--- src/rtl/muldiv_unit_pkg.sv ---
// Shared constants for the RV32M multiply/divide unit: funct3 codes,
// FSM state encodings and operand signedness helpers.
`ifndef WORD_WIDTH
`define WORD_WIDTH 32
`endif

package muldiv_unit_pkg;

  localparam logic [2:0] MD_MUL    = 3'b000;
  localparam logic [2:0] MD_MULH   = 3'b001;
  localparam logic [2:0] MD_MULHSU = 3'b010;
  localparam logic [2:0] MD_MULHU  = 3'b011;
  localparam logic [2:0] MD_DIV    = 3'b100;
  localparam logic [2:0] MD_DIVU   = 3'b101;
  localparam logic [2:0] MD_REM    = 3'b110;
  localparam logic [2:0] MD_REMU   = 3'b111;

  typedef enum logic [1:0] {
    MD_IDLE = 2'b00,
    MD_BUSY = 2'b01,
    MD_FIX  = 2'b10,
    MD_DONE = 2'b11
  } md_state_e;

  // rs1 is treated as signed for every op except the fully unsigned ones
  function automatic logic md_a_signed(input logic [2:0] op);
    return (op == MD_MUL) || (op == MD_MULH) || (op == MD_MULHSU) ||
           (op == MD_DIV) || (op == MD_REM);
  endfunction

  // rs2 is unsigned for MULHSU in addition to the unsigned ops
  function automatic logic md_b_signed(input logic [2:0] op);
    return (op == MD_MUL) || (op == MD_MULH) ||
           (op == MD_DIV) || (op == MD_REM);
  endfunction

endpackage

--- src/rtl/muldiv_unit_iter.sv ---
// One radix-2 step of the shared datapath. The accumulator is {hi, lo}.
// Multiply: lo holds the multiplier, hi the partial product; add operand
// into hi when lo[0] is set, then shift the whole thing right.
// Divide: lo holds the dividend/quotient, hi the partial remainder; shift
// left and keep the trial subtraction if it does not borrow.
module muldiv_iter #(
  parameter int W = 32
) (
  input  logic [2*W-1:0] acc_i,
  input  logic [W-1:0]   opd_i,
  input  logic           div_i,
  output logic [2*W-1:0] acc_o
);

  logic [W:0]   sum;
  logic [2*W:0] shl;
  logic [W:0]   diff;

  // Single shift-add or shift-subtract step selected by div_i
  always_comb begin
    sum   = {1'b0, acc_i[2*W-1:W]} + {1'b0, opd_i};
    shl   = {acc_i, 1'b0};
    diff  = shl[2*W:W] - {1'b0, opd_i};
    acc_o = '0;
    if (div_i) begin
      // shifted remainder is below 2*divisor, so a clear bit W means no borrow
      if (!diff[W]) acc_o = {diff[W-1:0], shl[W-1:1], 1'b1};
      else          acc_o = shl[2*W-1:0];
    end else begin
      if (acc_i[0]) acc_o = {sum, acc_i[W-1:1]};
      else          acc_o = {1'b0, acc_i[2*W-1:1]};
    end
  end

endmodule

--- src/rtl/muldiv_unit.sv ---
// Iterative RV32M multiply/divide unit for the execute stage.
//
//   state   | meaning
//   --------+-----------------------------------------------------------
//   IDLE    | ready for a request; divide-by-zero/overflow resolved here
//   BUSY    | one shift-add / shift-subtract step per cycle, W steps
//   FIX     | restore result sign and pick the result half
//   DONE    | result held on rslt with out_valid until consumed
module muldiv_unit
  import muldiv_unit_pkg::*;
#(
  parameter int WORD_WIDTH = `WORD_WIDTH,
  parameter int CNT_WIDTH  = $clog2(WORD_WIDTH) + 1
) (
  input  logic                  clk,
  input  logic                  rst_n,
  input  logic                  flush,
  input  logic                  in_valid,
  output logic                  in_ready,
  input  logic [2:0]            op,
  input  logic [WORD_WIDTH-1:0] a,
  input  logic [WORD_WIDTH-1:0] b,
  output logic                  out_valid,
  input  logic                  out_ready,
  output logic [WORD_WIDTH-1:0] rslt
);

  localparam int W = WORD_WIDTH;
  localparam logic [W-1:0] SMIN = {1'b1, {(W-1){1'b0}}};

  md_state_e            state_q, state_d;
  logic [CNT_WIDTH-1:0] cnt_q,   cnt_d;
  logic [2:0]           op_q,    op_d;
  logic [2*W-1:0]       acc_q,   acc_d;
  logic [W-1:0]         opd_q,   opd_d;
  logic                 qneg_q,  qneg_d;
  logic                 rneg_q,  rneg_d;
  logic [W-1:0]         rslt_q,  rslt_d;

  logic [2*W-1:0] iter_acc;
  logic           a_neg, b_neg, b_zero, div_ovf;
  logic [W-1:0]   a_mag, b_mag;
  logic [2*W-1:0] prod_fix;
  logic [W-1:0]   quot_fix, rem_fix;

  muldiv_iter #(.W(W)) u_iter (
    .acc_i (acc_q),
    .opd_i (opd_q),
    .div_i (op_q[2]),
    .acc_o (iter_acc)
  );

  // Capture-time operand analysis and FIX-time sign restoration
  always_comb begin
    a_neg    = md_a_signed(op) & a[W-1];
    b_neg    = md_b_signed(op) & b[W-1];
    a_mag    = a_neg ? -a : a;
    b_mag    = b_neg ? -b : b;
    b_zero   = (b == '0);
    div_ovf  = ((op == MD_DIV) || (op == MD_REM)) && (a == SMIN) && (b == '1);
    prod_fix = qneg_q ? -acc_q : acc_q;
    quot_fix = qneg_q ? -acc_q[W-1:0] : acc_q[W-1:0];
    rem_fix  = rneg_q ? -acc_q[2*W-1:W] : acc_q[2*W-1:W];
  end

  // Next-state and datapath register updates
  always_comb begin
    state_d = state_q;
    cnt_d   = cnt_q;
    op_d    = op_q;
    acc_d   = acc_q;
    opd_d   = opd_q;
    qneg_d  = qneg_q;
    rneg_d  = rneg_q;
    rslt_d  = rslt_q;
    if (flush) begin
      state_d = MD_IDLE;
      cnt_d   = '0;
    end else begin
      case (state_q)
        MD_IDLE: begin
          if (in_valid) begin
            op_d   = op;
            qneg_d = a_neg ^ b_neg;
            rneg_d = a_neg;
            if (op[2]) begin
              acc_d = {{W{1'b0}}, a_mag};
              opd_d = b_mag;
            end else begin
              acc_d = {{W{1'b0}}, b_mag};
              opd_d = a_mag;
            end
            if (op[2] && b_zero) begin
              rslt_d  = op[1] ? a : '1;
              state_d = MD_DONE;
            end else if (div_ovf) begin
              rslt_d  = op[1] ? '0 : a;
              state_d = MD_DONE;
            end else begin
              cnt_d   = CNT_WIDTH'(W);
              state_d = MD_BUSY;
            end
          end
        end
        MD_BUSY: begin
          acc_d = iter_acc;
          cnt_d = cnt_q - CNT_WIDTH'(1);
          if (cnt_q <= CNT_WIDTH'(1)) state_d = MD_FIX;
        end
        MD_FIX: begin
          if (!op_q[2]) rslt_d = (op_q == MD_MUL) ? prod_fix[W-1:0] : prod_fix[2*W-1:W];
          else          rslt_d = op_q[1] ? rem_fix : quot_fix;
          state_d = MD_DONE;
        end
        MD_DONE: begin
          if (out_ready) state_d = MD_IDLE;
        end
        default: state_d = MD_IDLE;
      endcase
    end
  end

  // State and datapath registers
  always_ff @(posedge clk or negedge rst_n) begin
    if (!rst_n) begin
      state_q <= MD_IDLE;
      cnt_q   <= '0;
      op_q    <= '0;
      acc_q   <= '0;
      opd_q   <= '0;
      qneg_q  <= 1'b0;
      rneg_q  <= 1'b0;
      rslt_q  <= '0;
    end else begin
      state_q <= state_d;
      cnt_q   <= cnt_d;
      op_q    <= op_d;
      acc_q   <= acc_d;
      opd_q   <= opd_d;
      qneg_q  <= qneg_d;
      rneg_q  <= rneg_d;
      rslt_q  <= rslt_d;
    end
  end

  assign in_ready  = (state_q == MD_IDLE);
  assign out_valid = (state_q == MD_DONE);
  assign rslt      = rslt_q;

endmodule
--- config.mk ---
export PLATFORM = sky130hd
export DESIGN_NAME = muldiv_unit
export DESIGN_NICKNAME = d
export VERILOG_FILES = /design/src/rtl/muldiv_unit_pkg.sv /design/src/rtl/muldiv_unit_iter.sv /design/src/rtl/muldiv_unit.sv
export SDC_FILE = /design/constraint.sdc
export NUM_CORES = 1
export LEC_CHECK = 0
export ABC_CLOCK_PERIOD_IN_PS = 4300
export CAP_MARGIN = 10
export CORE_MARGIN = 2
export CORE_UTILIZATION = 30
export DETAILED_ROUTE_END_ITERATION = 8
export SYNTH_ARGS = -nofsm -noshare
export SYNTH_HDL_FRONTEND = slang
export SYNTH_SLANG_ARGS = --single-unit
--- constraint.sdc ---
create_clock -name clk -period 4.3 [get_ports clk]
set_input_delay 0.645 -clock clk [delete_from_list [all_inputs] [get_ports clk]]
set_output_delay 0.645 -clock clk [all_outputs]
set_load 0.05 [all_outputs]
==> key figures <==
Yosys
  • Nets in the synthesized netlist: 2274
  • Number of distinct library cells after synthesis: 84
  • Sequential element share of the synthesized area: 22.33%
  • Gate count after technology mapping: 2125
  • Main flop type after synthesis: dfrtp_1
  • Top cells by count, synth: nand2_1, o21ai_0, a21oi_1
  • Post-synth EDFFs: 0
  • Share of flip-flops with an asynchronous set or reset after synthesis: 100.0%
  • Library cell with the highest instance count after synthesis: nand2_1
  • Cell types occupying the most area after synthesis: dfrtp_1, o21ai_0, a21oi_1, ha_1, nand2_1
  • Mean Syn Cell Area: 7.435 um^2
  • Netlist area before placement: 0.01580 mm^2
  • Biggest area consumer among synthesized cells: dfrtp_1
  • Synth warnings: 0
  • Top-area cell type share of the netlist area: between 20 and 25%
  • Register bit total from synthesis: between 100 and 150

Global route
  • Global-route wire length before repair: 99.39 mm
  • Vias in the first global route: 16000
  • Remaining Overflow, GRT: 0
  • Initial antenna violation count: 1
  • Global-route usage over all layers: around 24%
  • Maximum number of pins on one net before global-route repair: 98

Clocking
  • CTS clock-pin slew for the worst setup and hold paths: 0.07 ns
  • Clock tree root buffer cell: clkbuf_16
  • Clock tree from TritonCTS: done
  • Hold Buf Count CTS: 0
  • Worst skew pair latency: 0.45 ns
  • Cts bufs inserted: 17
  • Clock tree buffer depth: 2
  • TritonCTS sink count: ~140
  • H-tree levels: 4
  • Post-CTS repair timing setup buffer count: 0
  • Resized Gates After CTS: 0

Route
  • Total DRC errors in the routed layout: 0
  • Starting DRT DRC Count: between 1500 and 2000
  • Detail-routed net length per standard cell: 22.95 um
  • Post-detailed-routing wire length: approximately 66 mm
  • Number of optimization iterations in the first detailed-route pass: 6
  • Final antenna-violating net count: 0
  • Post-detailed-route via-to-cell ratio: 5.879
  • Vias after detailed routing: between 15000 and 20000

STA
  • Setup repair after global routing missed its margin: no
  • Clock period minus final worst setup slack: 3.976 ns
  • Relative slew slack: 35.15%
  • Setup Skew: roughly 0.011 ns
  • Final hold viol count: 0
  • Worst Tran Pin Value: 0.9727 ns
  • Maximum operating frequency: 251.5 MHz
  • Max-slew violation count: 0
  • Fin worst setup slack: roughly 0.32 ns
  • Final setup violating endpoints: 0
  • Accumulated negative setup slack: 0 ns
  • Final worst-path cycle share: between 90% and 100%

Power and ir drop
  • Power density over cell area: 843.5 mW/mm^2
  • Maximum ir drop on the vdd rail: a little under 0.0004 V
  • Total leakage power: 7.451 nW

Final layout
  • Number of nets in the finished design: 2327
  • Layout overhead on the synthesized area: 16.94%
  • Cell Count, Final, Fillers Out: 2879
  • Antenna diode instance count: 0
  • Layout cell share with drive strength beyond 1: ~8.8%
  • Final design utilization: about a third

Worst setup path
  • Kind of cell adding the most delay to the critical path: simple AND/OR/NAND/NOR gates
  • Cell Chain, Critical Path: buf_4 > or4_1 > nor4b_1 > nand2_1 > or4_1 > o21ai_1 > xnor2_1 > a222oi_1 > o21ai_0
  • Largest fanout on the critical path: 6
  • Reg2Reg Launch Point: acc_q[48]
  • Cell with the most instances on the worst path: or4_1
  • Worst R2R End: rslt[28]
  • Worst Path Class, Setup: reg -> reg
  • Crit-path slowest cell: or4_1
  • Nature of the critical path endpoint: flip-flop
  • Stage delay of the slowest cell on the critical path: 0.73 ns
  • Reg-to-reg setup timing slack: 0.32 ns
  • Number of cells on the worst reg-to-reg path: 9
  • Critical path required time: 4.60 ns
  • Element type at the critical path start: flip-flop
  • Combined buffer and inverter count along the critical path: 1
  • Data arrival time of the critical path: 4.27 ns

Floorplanning
  • Area of the die: 0.05452 mm^2
  • Initial core utilization: 30.19%
  • Number of I/O pins: 106
  • Core outline area: 0.05234 mm^2
  • Cell row count: 84
  • X dimension of the die: 233.5 um
  • Overall die height: 233.5 um

Placed design
  • # port buffers: 105
  • Cells after DPL: 2847
  • Dpl ws: 0.2790 ns
  • Final Wtd Congestion: 0.9641
  • HPWL Detailed: 51.56 mm

Run status
  • Outcome: finished clean

Min path
  • Worst min-delay path category: in -> async

Run
  • Max-Cap Viols: 0
## how the worst max path moves through the flow
stage / depth (start not counted) / start / slack [ns] / to
6_report: 9 / acc_q[48] / 0.32 / rslt[28]
3_5_place_dp: 13 / b[0] / 0.28 / rslt[2]
4_1_cts: 12 / acc_q[32] / 0.44 / acc_q[63]
3_3_place_gp: 10 / a[9] / 0.32 / opd_q[29]
5_1_grt: 9 / acc_q[48] / 0.06 / rslt[28]
2_1_floorplan: 11 / acc_q[60] / 0.98 / acc_q[60]
## where the power goes
part / leakage, nW / internal [mW] / switching (mW)
sequential: 1.82 / 1.89 / 1.05
clock: 0.322 / 1.07 / 0.658
combinational: 5.31 / 4.15 / 6.77
total: 7.45 / 7.10 / 8.48
## cells in the final DEF (no fill, tap or decap), types with 17 or more instances in the layout
cell / instances
nand2_1: 235
o21ai_0: 213
a21oi_1: 198
nor2_1: 165
dfrtp_1: 140
clkdlybuf4s50_1: 103
xor2_1: 97
xnor2_1: 92
buf_4: 84
inv_1: 80
ha_1: 74
a211oi_1: 53
nor3_1: 38
nand3_1: 38
o31ai_1: 38
mux2_2: 33
mux2i_1: 32
or3_1: 30
a31oi_1: 27
a21o_1: 27
o221ai_1: 23
maj3_1: 22
nand4_1: 21
clkbuf_16: 17
## through the flow
step | power [mW] | area [um^2] | hold slack (ns)
2_1_floorplan | 10.27 | 15800 | 0.3494
3_3_place_gp | 13.44 | 17810 | 0.4712
3_5_place_dp | 13.54 | 17810 | 0.4691
4_1_cts | 15.33 | 18480 | 0.3360
5_1_grt | 16.72 | 18480 | 0.3612
6_report | 15.59 | 18480 | 0.2643
## state kept, by name, summed over array words and instances, names as in the netlist
| register | cells |
|---|---|
| acc_q | 64 |
| opd_q | 32 |
| rslt | 32 |
| cnt_q | 6 |
| op_q | 3 |
| state_q | 2 |
| qneg_q | 1 |
| rneg_q | 1 |
## per-layer routing
metal | wire length [um] | vias up | share of wire, % | global-route usage [%]
li1 | - | 7866 | - | -
met1 | 28670 | 8158 | 43 | 32.45
met2 | 29480 | 779 | 45 | 37.72
met3 | 4884 | 122 | 7.4 | 3.442
met4 | 3042 | 2 | 4.6 | 11.04
met5 | 9 | - | 0.014 | 0
## worst reg2reg max path, cell delays in order (launching register included)
cell      delay [ns]
dfrtp_1         0.43
buf_4           0.21
or4_1           0.73
nor4b_1         0.74
nand2_1         0.15
or4_1           0.48
o21ai_1         0.17
xnor2_1         0.11
a222oi_1        0.62
o21ai_0         0.19
## cell families after synthesis
kind of cell | count (synthesis) | synth area share, %
buffers and inverters | 242 | 5.987
multiplexers | 65 | 4.379
XOR/XNOR | 189 | 10.48
AND/OR/NAND/NOR | 645 | 19.63
adder cells (fa/ha/maj) | 99 | 7.586
AO/OA/AOI/OAI | 744 | 29.61
flip-flops | 141 | 22.33
## area by class of cell
| class | instances | area [um^2] |
|---|---|---|
| Sequential cell | 141 | 3530 |
| Tap cell | 688 | 860.8 |
| Multi-Input combinational cell | 1742 | 11340 |
| Inverter | 83 | 311.5 |
| Fill cell | 5597 | 33860 |
| Timing Repair Buffer | 193 | 1773 |
| Clock buffer | 20 | 456.7 |
| Clock inverter | 12 | 206.4 |
No activity file was read; power rests on OpenSTA's default activity.
